<file path="config.mk">
export PLATFORM = sky130hd
export DESIGN_NAME = mux_2to1_arbiter
export DESIGN_NICKNAME = d
export VERILOG_FILES = /design/src/rtl/mux_2to1_arbiter.sv
export SDC_FILE = /design/constraint.sdc
export NUM_CORES = 1
export LEC_CHECK = 0
export BUFFER_PORTS_ARGS = -buffer_cell sky130_fd_sc_hd__buf_4
export CAP_MARGIN = 20
export CORE_ASPECT_RATIO = 1.4
export CORE_UTILIZATION = 25
export CTS_CLUSTER_DIAMETER = 40
export DETAILED_ROUTE_END_ITERATION = 10
export GPL_ROUTABILITY_DRIVEN = 1
export SYNTH_ARGS = -nofsm -noshare
export SYNTH_HDL_FRONTEND = slang
export SYNTH_SLANG_ARGS = --single-unit
export TNS_END_PERCENT = 100
</file>
<file path="constraint.sdc">
create_clock -name clk -period 4.2 [get_ports clk]
set_clock_uncertainty 0.2 [all_clocks]
set_input_delay 0.84 -clock clk [delete_from_list [all_inputs] [get_ports clk]]
set_output_delay 0.84 -clock clk [all_outputs]
set_load 0.05 [all_outputs]
</file>
<file path="src/rtl/mux_2to1_arbiter.sv">
// rtl/mux_2to1_arbiter.sv - round-robin arbiter sharing one mux_2to1 select path between two requesters
// Drives mux select C from the grant and registers the winning operand for the ALU stage.

module mux_2to1 #(
  parameter int N = 32
) (
  input  logic [N-1:0] a,
  input  logic [N-1:0] b,
  input  logic         sel,
  output logic [N-1:0] y
);

  assign y = sel ? b : a;

endmodule

module mux_2to1_arbiter #(
  parameter int N = 32
) (
  input  logic         clk,
  input  logic         rst,
  input  logic         X_valid,
  input  logic [N-1:0] X,
  output logic         X_ready,
  input  logic         Y_valid,
  input  logic [N-1:0] Y,
  output logic         Y_ready,
  output logic         R_valid,
  output logic [N-1:0] R,
  output logic         R_src,
  input  logic         R_ready,
  output logic         C
);

  typedef enum logic {
    EMPTY = 1'b0,
    FULL  = 1'b1
  } state_t;

  state_t       state;
  state_t       state_next;
  logic         last;
  logic         c_q;
  logic         load_en;
  logic         grant_vld;
  logic         grant_y;
  logic [N-1:0] r_next;
  logic [N-1:0] r_q;
  logic         r_src_q;

  mux_2to1 #(.N(N)) u_mux (
    .a   (X),
    .b   (Y),
    .sel (C),
    .y   (r_next)
  );

  // Grant depends only on valids, register state and the priority pointer, never on data.
  always_comb begin
    load_en   = (state == EMPTY) || R_ready;
    grant_vld = 1'b0;
    grant_y   = c_q;
    if (!rst && load_en) begin
      if (X_valid && Y_valid) begin
        grant_vld = 1'b1;
        grant_y   = !last;
      end else if (Y_valid) begin
        grant_vld = 1'b1;
        grant_y   = 1'b1;
      end else if (X_valid) begin
        grant_vld = 1'b1;
        grant_y   = 1'b0;
      end
    end
  end

  always_comb begin
    state_next = state;
    if (grant_vld) begin
      state_next = FULL;
    end else if ((state == FULL) && R_ready) begin
      state_next = EMPTY;
    end
  end

  assign C       = grant_y;
  assign X_ready = grant_vld && !grant_y;
  assign Y_ready = grant_vld && grant_y;
  assign R_valid = (state == FULL);
  assign R       = r_q;
  assign R_src   = r_src_q;

  // last resets to Y so that X wins the first tie.
  always_ff @(posedge clk or posedge rst) begin
    if (rst) begin
      state   <= EMPTY;
      r_q     <= '0;
      r_src_q <= 1'b0;
      last    <= 1'b1;
      c_q     <= 1'b0;
    end else begin
      state <= state_next;
      if (grant_vld) begin
        r_q     <= r_next;
        r_src_q <= grant_y;
        last    <= grant_y;
        c_q     <= grant_y;
      end
    end
  end

endmodule

</file>
# Yosys cells after proc, flatten, opt, wreduce, memory -nomap -nowiden
# Index checks and enable logic that the tools add are counted.
[word_totals] regBits=35 inputBits=69 out_inout_bits=37
[classes] n_mux=11 n_bitwise=1 n_reduce_logical=10
[op_table] op="32-bit two-way mux" count=1
[op_table] op="1-bit two-way mux" count=10
[op_table] op="1-bit logical AND" count=5
[op_table] op="1-bit logical NOT" count=3
[op_table] op="2-bit nonzero test" count=1
[op_table] op="1-bit logical OR" count=1
[op_table] op="1-bit NOT" count=1

# Logic depth before layout (Yosys ltp)
[logic_depth] depth_word=6 ltp_mapped=6 mapped_depth_nobuf=3

# Hierarchy
# A second synthesis with hierarchy kept.
[unflattened] cells_unflattened=122 hier_area_um2=1926.8
[by_module_without_submodules] module="mux_2to1_arbiter" instances=1 cells_each=86 area_each_um2=1382.6 seq_area_each_um2=877.1
[by_module_without_submodules] module="mux_2to1" instances=1 cells_each=36 area_each_um2=544.3 seq_area_each_um2=0.0

# Worst setup path before layout
# OpenSTA, ideal clock, no wires.
[synth_path] path_type="input to output" start="in Y_valid" end="out C" arrival_time_ns=3.297 t_required_ns=3.160 slack_ns=-0.137 cell_stages=4 path_buffers=1 cell_sequence="nor2b_1 clkbuf_1 nor4b_1 o21ba_2"
[synth_between] elab_chain_len=3 elab_cells_between_ends=4
[synth_rtl] element="from (decl)" line_no="25" source="input logic Y_valid,"
[synth_rtl] element="1-bit two-way mux or 1-bit logical AND (tied branches)" line_no="67, 64"
[synth_rtl] element="1-bit two-way mux (*)" line_no="64" source="if (X_valid && Y_valid) begin"
[synth_rtl] element="1-bit two-way mux (*)" line_no="63" source="if (!rst && load_en) begin"
[synth_rtl] element="to (decl)" line_no="32" source="output logic C"
# Every way passes the cells marked *; elsewhere a longest branch is shown, timed or not.

# Final worst setup path
[layout_path] start="in R_ready" end="out Y_ready"
[layout_between] elab_chain_len=4 elab_cells_between_ends=5
[layout_rtl] element="from (decl)" line_no="31" source="input logic R_ready,"
[layout_rtl] element="1-bit logical OR (*)" line_no="60" source="load_en = (state == EMPTY) || R_ready;"
[layout_rtl] element="1-bit logical AND (*)" line_no="63"
[layout_rtl] element="1-bit two-way mux" line_no="63"
[layout_rtl] element="1-bit logical AND (*)" line_no="88" source="assign Y_ready = grant_vld && grant_y;"
[layout_rtl] element="to (decl)" line_no="27" source="output logic Y_ready,"
# Marked as above.

==> flow_summary.json <==
{
  "num_antenna_cells": 0,
  "yosysTopAreaCell": "sky130_fd_sc_hd__dfrtp_1",
  "slew_viol_final": 0,
  "outcome": "complete, no violations",
  "ys_seq_elements": 35,
  "syn_to_final_growth_pct": 52.2,
  "p_sw_share_pct": 41.2,
  "synthesis.area_um2": 1760,
  "dpl.hpwl_um": 4160,
  "vdd_ir_drop_max_uv": 194,
  "critPathCaptureType": "primary output",
  "cpMaxStageDelayCell": "sky130_fd_sc_hd__nor2b_4",
  "ys_warn_count": 0,
  "fin_setup_tns_ps": 0,
  "syn_inst": 168,
  "core-area_um2": 6700,
  "finalPower_mw": 1.29,
  "layout-drive-gt1-share_pct": 47.1,
  "mostFrequentLayoutCell": "sky130_fd_sc_hd__buf_4",
  "post_synth_main_area_contributors": "sky130_fd_sc_hd__dfrtp_1 (48%), sky130_fd_sc_hd__a221o_1 (18%), sky130_fd_sc_hd__nor4_1 (11%), sky130_fd_sc_hd__nand2_1 (6.8%), sky130_fd_sc_hd__buf_6 (3.2%)",
  "synth.yosys.seq_area_share_pct": 49.8,
  "synth-xor-area-share_pct": 0,
  "crit_chain": "buf_4 > nor2b_4 > buf_4 > a2111oi_4 > buf_4",
  "placement.io_buffers": 105,
  "yosysTopAreaCellShare_pct": 48.3,
  "post_synth_and_or_nand_nor_area_fraction_pct": 21.0,
  "power_report.internal_total_uw": 757,
  "antenna_found_initial": 0,
  "crit_path_max_incr_delay_ps": 390,
  "critical_path_required_ps": 3160,
  "setup_violations": 0,
  "insertion_delay_ps": 270,
  "syn_avg_cell_area_um2": 10.5,
  "timing.max_slew.rel_slack_pct": 59.4,
  "biggest_fanout_along_the_worst_timing_path": 22,
  "synth_compound_area_share_pct": 21.2,
  "wl_per_cell_um": 15.7,
  "critPathArrivalTime_ps": 1960,
  "start_util_pct": 26.3,
  "power_switching_uw": 530,
  "cts_htree_levels": 2,
  "grt_usage_pct": 15.4,
  "vias": 1751,
  "rsz0062_at_grt": "false",
  "timing.final.crit_share_pct": 71.4,
  "first_global_vias": 1744,
  "yosys-mux-area-fraction_pct": 0,
  "yosys.cell_types.count": 19,
  "final_nets": 331,
  "worst_setup_hold_path_clk_slew_ps": 70,
  "comb_power_share_pct": 44.1,
  "drtPass1Iterations": 4,
  "max_cap_violations": 0,
  "synthesis.nets": 237,
  "instances_no_fill": 355,
  "holdCritPathClass": "flip-flop to flip-flop",
  "numCtsBuffers": 5,
  "numPlacedInstances": 347,
  "numClockSinks": 35,
  "hold_buffers": 0,
  "detailedRoute.firstIterationViolations": 120,
  "cts-root-to-sink-buffers": 2,
  "p_leak_nw": 1.27,
  "placed_cell_area_um2": 2580,
  "die_width_um": 72.9,
  "synth_top_family_by_area": "compound AO/OA/AOI/OAI gates",
  "clock_tree_root_buffer_cell": "sky130_fd_sc_hd__clkbuf_8",
  "gp_congestion": 0.728,
  "final_hold_violating_endpoints": 0,
  "power_density_nw_per_um2": 480,
  "period_minus_slack_ps": 3000,
  "drtAntennaViolNets": 0,
  "postRouteWirelength_um": 5560,
  "post-cts-setup-buffers": 0,
  "layout_common_cells": "sky130_fd_sc_hd__buf_4 (110), sky130_fd_sc_hd__dfrtp_1 (34), sky130_fd_sc_hd__nand2_1 (32), sky130_fd_sc_hd__nor4_1 (32), sky130_fd_sc_hd__a221o_1 (32)",
  "grt_first_pass_wirelength_um": 8540,
  "drc": 0,
  "sequentialPowerShare_pct": 35.0,
  "floorplan.die.height_um": 101,
  "critical-path-top-cell-by-count": "sky130_fd_sc_hd__buf_4",
  "grt_max_degree": 38,
  "die_footprint_um2": 7390,
  "routed_via_density": 4.93,
  "fin_worst_hold_slack_ps": 317,
  "grt.overflow.total": 0,
  "criticalPathCategory": "input pin to primary output",
  "design_area_final_um2": 2680,
  "rows": 35,
  "tritoncts": "done",
  "timing_worst_slew_pin_value_ps": 610,
  "start_kind": "input pin",
  "clockPowerShare_pct": 20.9,
  "post_synth_fa_ha_maj_area_fraction_pct": 0,
  "fmax_ghz": 0.333,
  "post_cts.resized_instances": 0,
  "top_level_ports": 106
}
## path summary, 6_finish.rpt
kind	slack, ps	from	end	cells after the start
setup / recovery	1200	R_ready	Y_ready	5
hold / removal	320	last$_DFFE_PP1P_	last$_DFFE_PP1P_	2
setup reg to reg	1980	R_valid$_DFFE_PP0P_	R[17]$_DFFE_PP0P_	4
hold reg to reg	320	last$_DFFE_PP1P_	last$_DFFE_PP1P_	2
max in group asynchronous	2590	rst	last$_DFFE_PP1P_	3
min in group asynchronous	500	rst	R[9]$_DFFE_PP0P_	2
## cell type report
cell class                      count  area, um2
Clock buffer                        8        100
Fill cell                         683       4020
Inverter                            3       11.3
Multi-Input combinational cell    107        752
Sequential cell                    35        877
Tap cell                           92        115
Timing Repair Buffer              110        826
## cells in the mapped netlist
| library cell | count |
|---|---|
| sky130_fd_sc_hd__a21oi_1 | 1 |
| sky130_fd_sc_hd__buf_2 | 5 |
| sky130_fd_sc_hd__a2111oi_4 | 1 |
| sky130_fd_sc_hd__clkbuf_1 | 13 |
| sky130_fd_sc_hd__buf_6 | 5 |
| sky130_fd_sc_hd__nor2b_4 | 1 |
| sky130_fd_sc_hd__nor4_1 | 32 |
| sky130_fd_sc_hd__nand2_1 | 32 |
| sky130_fd_sc_hd__or3_1 | 1 |
| sky130_fd_sc_hd__dfrtp_1 | 34 |
| sky130_fd_sc_hd__a221o_1 | 32 |
| sky130_fd_sc_hd__inv_1 | 3 |
| sky130_fd_sc_hd__nand2b_1 | 1 |
| sky130_fd_sc_hd__nor2_1 | 1 |
| sky130_fd_sc_hd__o21ba_2 | 2 |
| sky130_fd_sc_hd__dfstp_2 | 1 |
| sky130_fd_sc_hd__nor2b_1 | 1 |
| sky130_fd_sc_hd__nor3_1 | 1 |
| sky130_fd_sc_hd__nor4b_1 | 1 |
## power by group through the flow
| stage | sequential [mW] | clock [mW] | combinational, mW |
|---|---|---|---|
| 6_report | 0.451 | 0.269 | 0.567 |
| 5_1_grt | 0.459 | 0.297 | 0.596 |
| 4_1_cts | 0.451 | 0.280 | 0.572 |
| 3_5_place_dp | 0.456 | 0 | 0.573 |
| 3_3_place_gp | 0.457 | 0 | 0.567 |
| 2_1_floorplan | 0.683 | 0 | 0.149 |
## registers in the layout, indices dropped and copies added, names as in the netlist
| register | flops |
|---|---|
| R_src | 1 |
| R | 32 |
| last | 1 |
| R_valid | 1 |
## kinds of logic after synthesis
family,Yosys count
flops,35
compound gates,36
simple gates,71
buf+inv,26
## routing by layer
layer | GRT usage (%) | vias to the layer above | routed length, um
met4 | 8.30 | 0 | 186
met3 | 3.18 | 12 | 248
met5 | 0 | - | 0
li1 | - | 845 | -
met2 | 26.2 | 66 | 2880
met1 | 17.9 | 828 | 2250
## worst max-delay path: cells and delay by family
family,cells,cell delay (ps)
buffers and inverters,3,640
AND/OR/NAND/NOR,1,390
AO/OA/AOI/OAI,1,70
## through the flow
step | worst slack, ps | util, %
finish | 1200 | 40.0
global route | 1110 | 40.0
CTS | 1190 | 40.0
detailed placement | 1190 | 38.5
global placement | 1230 | 38.5
floorplan | 677 | -
(Power assumes the default switching activity.)
